`config.mk`:
```
export PLATFORM = sky130hd
export DESIGN_NAME = tube_time_reader_flat
export DESIGN_NICKNAME = d
export VERILOG_FILES = /design/src/rtl/tube_time_reader_if.sv /design/src/rtl/tube_time_reader.sv /design/src/flat_wrapper.sv
export SDC_FILE = /design/constraint.sdc
export NUM_CORES = 1
export LEC_CHECK = 0
export ABC_AREA = 1
export CORE_MARGIN = 1.5
export CORE_UTILIZATION = 57
export CTS_CLUSTER_DIAMETER = 150
export CTS_CLUSTER_SIZE = 16
export DETAILED_ROUTE_END_ITERATION = 12
export HOLD_SLACK_MARGIN = 0.1
export PLACE_DENSITY_LB_ADDON = 0.12
export SYNTH_ARGS = -nofsm -noshare
export SYNTH_HDL_FRONTEND = slang
export SYNTH_SLANG_ARGS = --single-unit
```
`constraint.sdc`:
```
create_clock -name CLK -period 3.65 [get_ports CLK]
set_input_delay 0.5475 -clock CLK [delete_from_list [all_inputs] [get_ports CLK]]
set_output_delay 0.5475 -clock CLK [all_outputs]
set_load 0.05 [all_outputs]
```
`src/rtl/tube_time_reader_if.sv`:
```
// Host-side link of the tube-time reader: trigger in, mux select/time, byte stream out, status.
interface tube_time_reader_if #(
  parameter int SEL_W  = 2,
  parameter int TIME_W = 8
);
  logic              SCIN_COINC;
  logic [SEL_W-1:0]  CHIP_IN;
  logic [TIME_W-1:0] CHIP_OUT;
  logic [7:0]        TX_DATA;
  logic              TX_VALID;
  logic              TX_READY;
  logic              BUSY;
  logic              EVT_DROPPED;
  logic [7:0]        DROP_CNT;

  modport master (
    input  SCIN_COINC, CHIP_OUT, TX_READY,
    output CHIP_IN, TX_DATA, TX_VALID, BUSY, EVT_DROPPED, DROP_CNT
  );

  modport slave (
    output SCIN_COINC, CHIP_OUT, TX_READY,
    input  CHIP_IN, TX_DATA, TX_VALID, BUSY, EVT_DROPPED, DROP_CNT
  );
endinterface

```
`src/rtl/tube_time_reader.sv`:
```
// Polls every tube after a coincidence window and frames the times as bytes (TUBE_READER_CHECKSUM_EN adds an XOR byte).
// Latency: 1 + WINDOW_CYCLES + NUM_TUBES*(SETTLE_CYCLES+1) cycles from trigger to first TX_VALID.
// Backpressure: TX_READY low holds the current byte indefinitely; triggers while busy are dropped and counted.
module tube_time_reader #(
  parameter int         NUM_TUBES     = 4,
  parameter int         SEL_W         = 2,
  parameter int         TIME_W        = 8,
  parameter int         WINDOW_CYCLES = 255,
  parameter int         SETTLE_CYCLES = 2,
  parameter logic [7:0] HDR_BYTE      = 8'hA5
) (
  input logic               CLK,
  input logic               RST,
  tube_time_reader_if.master bus
);

  localparam int WCNT_W = $clog2(WINDOW_CYCLES + 1);
  localparam int SCNT_W = $clog2(SETTLE_CYCLES + 1);

  typedef enum logic [3:0] {
    IDLE,
    WAIT,
    SETTLE,
    CAPTURE,
    SEND_HDR,
    SEND_SEQ,
    SEND_T,
`ifdef TUBE_READER_CHECKSUM_EN
    SEND_CK,
`endif
    DONE
  } state_t;

  state_t            state;
  logic [WCNT_W-1:0] wcnt;
  logic [SCNT_W-1:0] scnt;
  logic [SEL_W-1:0]  idx;
  logic [7:0]        seq;
  logic              coinc_q;
  logic [TIME_W-1:0] tbuf [NUM_TUBES];

`ifdef TUBE_READER_CHECKSUM_EN
  logic [7:0] ck;

  always_comb begin
    ck = seq;
    for (int i = 0; i < NUM_TUBES; i++) ck = ck ^ tbuf[i];
  end
`endif

  always_ff @(posedge CLK) begin
    if (RST) begin
      state           <= IDLE;
      wcnt            <= '0;
      scnt            <= '0;
      idx             <= '0;
      seq             <= '0;
      coinc_q         <= 1'b0;
      for (int i = 0; i < NUM_TUBES; i++) tbuf[i] <= '0;
      bus.CHIP_IN     <= '0;
      bus.TX_DATA     <= '0;
      bus.TX_VALID    <= 1'b0;
      bus.BUSY        <= 1'b0;
      bus.EVT_DROPPED <= 1'b0;
      bus.DROP_CNT    <= '0;
    end else begin
      coinc_q         <= bus.SCIN_COINC;
      bus.EVT_DROPPED <= 1'b0;
      // Only a fresh rising edge while busy counts, so a held level is charged once.
      if (state != IDLE && bus.SCIN_COINC && !coinc_q) begin
        bus.EVT_DROPPED <= 1'b1;
        if (bus.DROP_CNT != 8'hFF) bus.DROP_CNT <= bus.DROP_CNT + 8'd1;
      end

      case (state)
        IDLE: if (bus.SCIN_COINC) begin
          wcnt     <= '0;
          bus.BUSY <= 1'b1;
          state    <= WAIT;
        end
        WAIT: if (wcnt == WCNT_W'(WINDOW_CYCLES - 1)) begin
          idx         <= '0;
          bus.CHIP_IN <= '0;
          scnt        <= '0;
          state       <= SETTLE;
        end else begin
          wcnt <= wcnt + 1'b1;
        end
        SETTLE: if (scnt == SCNT_W'(SETTLE_CYCLES - 1)) state <= CAPTURE;
                else scnt <= scnt + 1'b1;
        CAPTURE: begin
          tbuf[idx] <= bus.CHIP_OUT;
          if (idx == SEL_W'(NUM_TUBES - 1)) begin
            bus.TX_DATA  <= HDR_BYTE;
            bus.TX_VALID <= 1'b1;
            state        <= SEND_HDR;
          end else begin
            idx         <= idx + 1'b1;
            bus.CHIP_IN <= idx + 1'b1;
            scnt        <= '0;
            state       <= SETTLE;
          end
        end
        SEND_HDR: if (bus.TX_READY) begin
          bus.TX_DATA <= seq;
          state       <= SEND_SEQ;
        end
        SEND_SEQ: if (bus.TX_READY) begin
          bus.TX_DATA <= tbuf[0];
          idx         <= '0;
          state       <= SEND_T;
        end
        SEND_T: if (bus.TX_READY) begin
          if (idx == SEL_W'(NUM_TUBES - 1)) begin
`ifdef TUBE_READER_CHECKSUM_EN
            bus.TX_DATA  <= ck;
            state        <= SEND_CK;
`else
            bus.TX_VALID <= 1'b0;
            state        <= DONE;
`endif
          end else begin
            idx         <= idx + 1'b1;
            bus.TX_DATA <= tbuf[idx + 1'b1];
          end
        end
`ifdef TUBE_READER_CHECKSUM_EN
        SEND_CK: if (bus.TX_READY) begin
          bus.TX_VALID <= 1'b0;
          state        <= DONE;
        end
`endif
        DONE: begin
          seq      <= seq + 8'd1;
          bus.BUSY <= 1'b0;
          state    <= IDLE;
        end
        default: state <= IDLE;
      endcase
    end
  end

endmodule

```
`src/flat_wrapper.sv`:
```
// flat-port wrapper written by rule: the top's interface ports become plain ports
module tube_time_reader_flat 
#(
  parameter int         NUM_TUBES     = 4,
  parameter int         SEL_W         = 2,
  parameter int         TIME_W        = 8,
  parameter int         WINDOW_CYCLES = 255,
  parameter int         SETTLE_CYCLES = 2,
  parameter logic [7:0] HDR_BYTE      = 8'hA5
)
  (CLK, RST, bus_SCIN_COINC, bus_CHIP_OUT, bus_TX_READY, bus_CHIP_IN, bus_TX_DATA, bus_TX_VALID, bus_BUSY, bus_EVT_DROPPED, bus_DROP_CNT);
  tube_time_reader_if #(.SEL_W(SEL_W), .TIME_W(TIME_W)) bus_i ();
  input logic CLK;
  input logic RST;
  input wire logic [$bits(bus_i.SCIN_COINC)-1:0] bus_SCIN_COINC;
  input wire logic [$bits(bus_i.CHIP_OUT)-1:0] bus_CHIP_OUT;
  input wire logic [$bits(bus_i.TX_READY)-1:0] bus_TX_READY;
  output wire logic [$bits(bus_i.CHIP_IN)-1:0] bus_CHIP_IN;
  output wire logic [$bits(bus_i.TX_DATA)-1:0] bus_TX_DATA;
  output wire logic [$bits(bus_i.TX_VALID)-1:0] bus_TX_VALID;
  output wire logic [$bits(bus_i.BUSY)-1:0] bus_BUSY;
  output wire logic [$bits(bus_i.EVT_DROPPED)-1:0] bus_EVT_DROPPED;
  output wire logic [$bits(bus_i.DROP_CNT)-1:0] bus_DROP_CNT;
  assign bus_i.SCIN_COINC = bus_SCIN_COINC;
  assign bus_i.CHIP_OUT = bus_CHIP_OUT;
  assign bus_i.TX_READY = bus_TX_READY;
  assign bus_CHIP_IN = bus_i.CHIP_IN;
  assign bus_TX_DATA = bus_i.TX_DATA;
  assign bus_TX_VALID = bus_i.TX_VALID;
  assign bus_BUSY = bus_i.BUSY;
  assign bus_EVT_DROPPED = bus_i.EVT_DROPPED;
  assign bus_DROP_CNT = bus_i.DROP_CNT;
  tube_time_reader #(.NUM_TUBES(NUM_TUBES), .SEL_W(SEL_W), .TIME_W(TIME_W), .WINDOW_CYCLES(WINDOW_CYCLES), .SETTLE_CYCLES(SETTLE_CYCLES), .HDR_BYTE(HDR_BYTE)) u_core (.CLK(CLK), .RST(RST), .bus(bus_i));
endmodule
```
==> impl_metrics.csv, run 1 <==
group,metric,value,unit
outcome,status,"finished clean",
cts,cts_tree,"yes",
setup_path,regToRegStartpoint,"u_core.idx[0]",
power,switching_share,37.7,%
timing,slew_violations,0,
floorplanning,die_area,0.00760,mm^2
global_routing,antenna_found_initial,0,
placed_design,dp_hpwl,6290,um
cts,numClockSinks,77,
global_routing,grt-ovfl-total,0,
drt,num_vias,3467,
floorplanning,start_util,59.2,%
yosys,syn_inst,551,
cts,cts_buffers,9,
setup_path,critPathMaxStageDelay,0.86,ns
yosys,ys_types,30,
cts,ctsResizeCount,0,
setup_path,critical_path_class,"flop to flop",
power,p_int,1.56,mW
hold_path,hp-class,"flop to flop",
setup_path,cp_slowest_cell,"dfxtp_1",
cts,path_clk_slew,0.08,ns
cts,ctsHoldBuffers,0,
timing,fin_crit,2.29,ns
timing,rsz0062_at_grt,"false",
global_routing,grt_use_total,24.5,%
finish,nNetsFinal,602,
hold_path,worstHoldPathCells,2,
cts,root_buffer,"clkbuf_8",
yosys,synth_area_per_cell,7.33,um^2
yosys,netlist_area,0.00404,mm^2
power,pwr-share-clk,25.2,%
drt,drt_iter0_markers,160,
yosys,ys_ff_latch,77,
finish,multiInputGateArea,0.00182,mm^2
drt,wl_per_cell,12.5,um
setup_path,rr_worst_depth,9,
timing,post-route-period-util,62.8,%
power,vdd_drop_max,0.000288,V
drt,ant_nets,0,
setup_path,worstReg2RegEnd,"u_core.bus.TX_DATA[0]",
yosys,syn-num-nets,569,
setup_path,start_kind,"flop",
power,p_seq_share,43.2,%
timing,setup_viol,0,
finish,diodes,0,
timing,hold_viol,0,
finish,fillers,593,
finish,area_growth,14.9,%
hold_path,min_from,"u_core.bus.TX_DATA[6]",
floorplanning,ioPinCount,33,
drt,route.detailed.drc,0,
timing,relSlewSlack,35.2,%
finish,final-seq-area,0.00186,mm^2
setup_path,cp.required,3.90,ns
setup_path,crit_fanout,25,
drt,avgViaCountPerCell,5.06,
power,switchingPower,0.940,mW
placed_design,port_buffers,32,
drt,wirelength,8540,um
cts,htree_levels,3,
placed_design,gp_congestion,0.833,
floorplanning,fp.dieH,87.2,um
hold_path,min_to,"u_core.bus.TX_DATA[6]",
finish,drive_gt1_share,7.98,%
floorplanning,core_area,0.00683,mm^2
power,comb_power_share,31.6,%
timing,tns,0,ns
setup_path,cp.arrival,2.54,ns
global_routing,grt_pass1_wl,14400,um
cts,post_cts_buffers,0,
timing,finClkSkew,0.00545,ns
power,p_leak,1.99,nW
floorplanning,rows,30,
yosys,seq_area_frac_synth,46.1,%
cts,clk-insertion-delay-late,0.35,ns
timing,setup_ws,1.36,ns
yosys,synth_warnings,0,
setup_path,endpoint_kind,"flop",
power,pwr_density_cell,538,mW/mm^2
timing,fmax,437,MHz
job,drv_cap,0,
cts,clk_path_buf_depth,2,
setup_path,r2r_setup_slack,1.36,ns
floorplanning,fp.dieW,87.2,um
setup_path,path_cells,"ha_1 > inv_1 > nor2_1 > o21ai_0 > nand2_1 > nand2_1 > nand2_1 > nor2_1 > nor2_1",
global_routing,grt_pass1_vias,3087,
global_routing,grt_start_max_net_pins,26,
placed_design,pre_cts_slack,1.18,ns
timing,tightest_slew,0.961,ns
drt,first_pass_iters,4,
[final cells by class]
cell class / instances / area share (%)
multi-input combinational: 381 / 39.2
tap: 96 / 2.59
clock inverter: 3 / 0.377
inverter: 80 / 6.47
clock buffer: 13 / 3.88
sequential: 77 / 40.1
timing repair buffer: 35 / 7.39
[state kept, by name (all words and copies together) (netlist names)]
register,count
u_core.state,3
u_core.bus.CHIP_IN,2
u_core.bus.EVT_DROPPED,1
u_core.wcnt,8
u_core.bus.TX_VALID,1
u_core.bus.TX_DATA,8
u_core.idx,2
u_core.bus.DROP_CNT,8
u_core.tbuf,32
u_core.coinc_q,1
u_core.scnt,2
u_core.seq,8
u_core.bus.BUSY,1
[stage by stage]
step                      power, mW  hold WS, ns  instances  utilization, %  cell area [um^2]
after floorplan                1.71        0.452        551               -              4040
after CTS                      2.51        0.475        685            67.9              4640
after global routing           2.67        0.495        685            67.9              4640
final                          2.50        0.478        685            67.9              4640
after detailed placement       1.89        0.460        669            65.1              4440
after global placement         1.87        0.455        669            65.1              4440
[worst max path at each step]
stage,cells after the start,slack [ns],to,startpoint
final,9,1.36,u_core.bus.TX_DATA[0],u_core.idx[0]
after detailed placement,3,1.18,u_core.tbuf[2][2],RST
after CTS,9,1.35,u_core.bus.TX_DATA[0],u_core.idx[0]
after global routing,9,1.09,u_core.bus.TX_DATA[7],u_core.idx[0]
after global placement,3,1.25,u_core.tbuf[2][0],RST
after floorplan,4,1.75,u_core.tbuf[2][0],u_core.idx[0]
[critical path, delay by kind of cell, from the launching register on]
kind | cells | cell delay (ns)
flip-flops | 1 | 0.86
AND/OR/NAND/NOR | 6 | 0.46
adder cells (fa/ha/maj) | 1 | 0.43
buffers and inverters | 1 | 0.30
AO/OA/AOI/OAI | 1 | 0.14
[Yosys cell counts]
cell,number,area share (%)
nor2_2,3,0.46
clkbuf_1,7,0.65
nand2_2,7,1.1
o31ai_1,1,0.19
xnor2_1,4,0.87
nor2_1,92,8.5
o21ai_0,15,1.9
nand3_2,4,0.99
a21oi_1,28,3.5
o21bai_1,4,0.74
buf_1,2,0.19
xor2_1,4,0.87
dfxtp_1,45,22
nand2_1,143,13
nor3_4,1,0.40
o21a_1,1,0.19
nand2_4,3,0.84
edfxtp_1,32,24
nor2_8,1,0.50
ha_1,6,1.9
nand4_1,3,0.46
nand3_1,41,5.1
buf_2,3,0.37
nor2_4,4,1.1
o211ai_1,4,0.74
inv_2,6,0.56
nor3_1,12,1.5
clkinv_1,1,0.093
inv_1,73,6.8
buf_6,1,0.28
[layer usage]
layer | wire, um | up-vias | GRT usage, %
met5 | 0 | - | 0
met4 | 116 | 0 | 6.78
met3 | 359 | 14 | 4.83
met2 | 4150 | 84 | 42.4
met1 | 3910 | 1573 | 31.5
li1 | - | 1796 | -
[logic make-up after synthesis]
logic type	after synthesis	share of synthesized area (%)
AND/OR/NAND/NOR	314	34.2
XOR/XNOR	8	1.73
AO/OA/AOI/OAI	53	7.18
flip-flops	77	46.1
buffers and inverters	93	8.92
adder cells (fa/ha/maj)	6	1.86
[power groups by stage]
stage,Sequential (mW),Combinational (mW),Clock (mW)
3_3_place_gp,1.09,0.772,0
3_5_place_dp,1.10,0.791,0
2_1_floorplan,1.10,0.608,0
5_1_grt,1.09,0.906,0.679
4_1_cts,1.08,0.794,0.637
6_report,1.08,0.788,0.630
[placed cells by master (no fill, tap or decap), types with 2 or more instances in the layout]
| cell type | n |
|---|---|
| o21ai_0 | 15 |
| ha_1 | 6 |
| xor2_1 | 4 |
| xnor2_1 | 4 |
| nand2_4 | 3 |
| edfxtp_1 | 32 |
| o21bai_1 | 4 |
| clkbuf_8 | 11 |
| nand3_2 | 4 |
| inv_1 | 73 |
| a21oi_1 | 28 |
| nor2_4 | 4 |
| buf_4 | 3 |
| nand4_1 | 3 |
| inv_2 | 6 |
| nor3_1 | 12 |
| o211ai_1 | 4 |
| nor2_1 | 92 |
| nor2_2 | 3 |
| nand2_1 | 143 |
| nand3_1 | 41 |
| nand2_2 | 7 |
| dfxtp_1 | 45 |
| clkdlybuf4s50_1 | 32 |
| clkinv_2 | 2 |
Power figures use the tool's default switching activity.
==> inputs of run 2 (changes only) <==
CORE_UTILIZATION = 52   (was 57)
clock period = 2 ns   (was 3.65 ns; I/O delays follow)
==> impl_metrics.csv, run 2 (synthesis results as in run 1) <==
group,metric,value,unit
outcome,status,"finished clean",
drt,wirelength,9320,um
setup_path,endpoint_kind,"output port",
setup_path,cp_slowest_cell,"clkdlybuf4s50_1",
power,p_leak,2.05,nW
cts,post_cts_buffers,0,
timing,fmax,514,MHz
setup_path,r2r_setup_slack,0.26,ns
placed_design,pre_cts_slack,-0.0150,ns
power,finalPower,4.73,mW
setup_path,regToRegStartpoint,"u_core.idx[1]",
finish,drive_gt1_share,9.68,%
setup_path,cp.arrival,1.64,ns
global_routing,grt_use_total,24.6,%
setup_path,cp.required,1.70,ns
drt,drt_iter0_markers,218,
finish,fin_util,64.2,%
placed_design,gp_congestion,0.839,
cts,root_buffer,"clkbuf_8",
floorplanning,ioPinCount,33,
finish,largest_reg_flops,32,
drt,route.detailed.drc,0,
cts,clk_path_buf_depth,2,
finish,final_cells,698,
timing,finClkSkew,0.00559,ns
hold_path,min_to,"u_core.bus.TX_DATA[6]",
global_routing,grt_start_max_net_pins,25,
global_routing,grt-ovfl-total,0,
cts,cts_tree,"yes",
setup_path,critPathMaxStageDelay,0.84,ns
floorplanning,start_util,54.8,%
timing,relSlewSlack,51.6,%
floorplanning,die_area,0.00831,mm^2
placed_design,port_buffers,32,
cts,path_clk_slew,0.08,ns
setup_path,cp_top_family,"buffers and inverters",
drt,first_pass_iters,5,
hold_path,hp-class,"flop to flop",
cts,numClockSinks,77,
finish,regMostFlops,"u_core.tbuf",
global_routing,grt_pass1_wl,16100,um
cts,cts_buffers,9,
cts,htree_levels,3,
floorplanning,core_area,0.00737,mm^2
setup_path,critPathBufInv,1,
setup_path,critical_path_class,"flop to output port",
floorplanning,rows,31,
power,pwr_density_cell,1000,mW/mm^2
finish,area_growth,17.0,%
timing,tightest_slew,0.722,ns
cts,ctsHoldBuffers,0,
timing,fin_crit,1.94,ns
finish,most-common-layout-cells,"nand2_1, nor2_1, inv_1",
setup_path,path_cells,"clkdlybuf4s50_1",
job,drv_cap,0,
timing,hold_viol,0,
global_routing,antenna_found_initial,0,
timing,setup_ws,0.0550,ns
placed_design,dp_cells,682,
finish,nNetsFinal,612,
setup_path,worstReg2RegEnd,"u_core.bus.TX_DATA[2]",
drt,wl_per_cell,13.3,um
drt,ant_nets,0,
hold_path,worstHoldPathCells,2,
power,vdd_drop_max,0.000490,V
finish,layout_commonest_cell,"nand2_1",
floorplanning,fp.dieW,91.2,um
setup_path,rr_worst_depth,9,
global_routing,grt_pass1_vias,3349,
timing,rsz0062_at_grt,"false",
drt,num_vias,3538,
setup_path,crit_fanout,6,
cts,clk-insertion-delay-late,0.36,ns
timing,slew_violations,0,
drt,avgViaCountPerCell,5.07,
timing,setup_viol,0,
hold_path,min_from,"u_core.bus.TX_DATA[6]",
finish,diodes,0,
timing,post-route-period-util,97.2,%
setup_path,start_kind,"flop",
floorplanning,fp.dieH,91.2,um
placed_design,dp_hpwl,6820,um
## run 2: cell types whose count changed in the layout (fill, tap and decap cells not counted)
cell             change
clkinv_4             +1
clkdlybuf4s50_1      -1
clkinvlp_4           +1
o31ai_2              +1
buf_4               +10
inv_6                +2
dlymetal6s2s_1       +1
clkinv_2             -2
bufinv_16            +1
clkbuf_8             -2
o31ai_1              -1
clkbuf_16            -1
## run 2: final cells by class
type                       instances  area, um^2
sequential                        77        1860
inverter                          80         300
multi-input combinational        381        1820
clock buffer                      10         128
fill                             669        2640
tap                               99         124
timing repair buffer              45         420
clock inverter                     6        71.3
## run 2: worst max-delay path by stage
stage | cells past startpoint | end | slack [ns] | start
after CTS | 1 | bus_DROP_CNT[2] | 0.03 | u_core.bus.DROP_CNT[2]
final | 1 | bus_DROP_CNT[3] | 0.06 | u_core.bus.DROP_CNT[3]
after global placement | 4 | u_core.tbuf[3][4] | 0.10 | u_core.state[1]
after global routing | 1 | bus_DROP_CNT[3] | 0.006 | u_core.bus.DROP_CNT[3]
after detailed placement | 4 | u_core.tbuf[3][3] | -0.02 | u_core.state[0]
after floorplan | 4 | u_core.tbuf[2][0] | 0.1 | u_core.idx[0]
## run 2: what timing repair did
item / 4_1_cts / 5_1_grt
gates resized for setup: 1 / 1
endpoints found under the setup margin: 8 / 1
endpoints found under the hold margin: 0 / 0
## run 2: stage by stage
step / hold WS [ns] / area [um^2] / setup TNS [ns]
finish: 0.469 / 4730 / 0
global route: 0.496 / 4730 / 0
CTS: 0.474 / 4730 / 0
detailed placement: 0.459 / 4520 / -0.119
global placement: 0.455 / 4520 / 0
floorplan: 0.425 / 4040 / 0
## run 2: routing by layer
metal	vias to the layer above	global-route usage, %	wire length [um]
met4	0	8.59	172
met1	1587	30.5	3990
li1	1818	-	-
met5	-	0	0
met3	13	5.11	515
met2	120	42.0	4640
## run 2: where the power goes
group	switching (mW)	internal, mW	total, mW	leakage [nW]
combinational	1.11	0.533	1.64	1.26
clock	0.620	0.587	1.21	0.0935
sequential	0.111	1.78	1.89	0.695
total	1.84	2.90	4.73	2.05
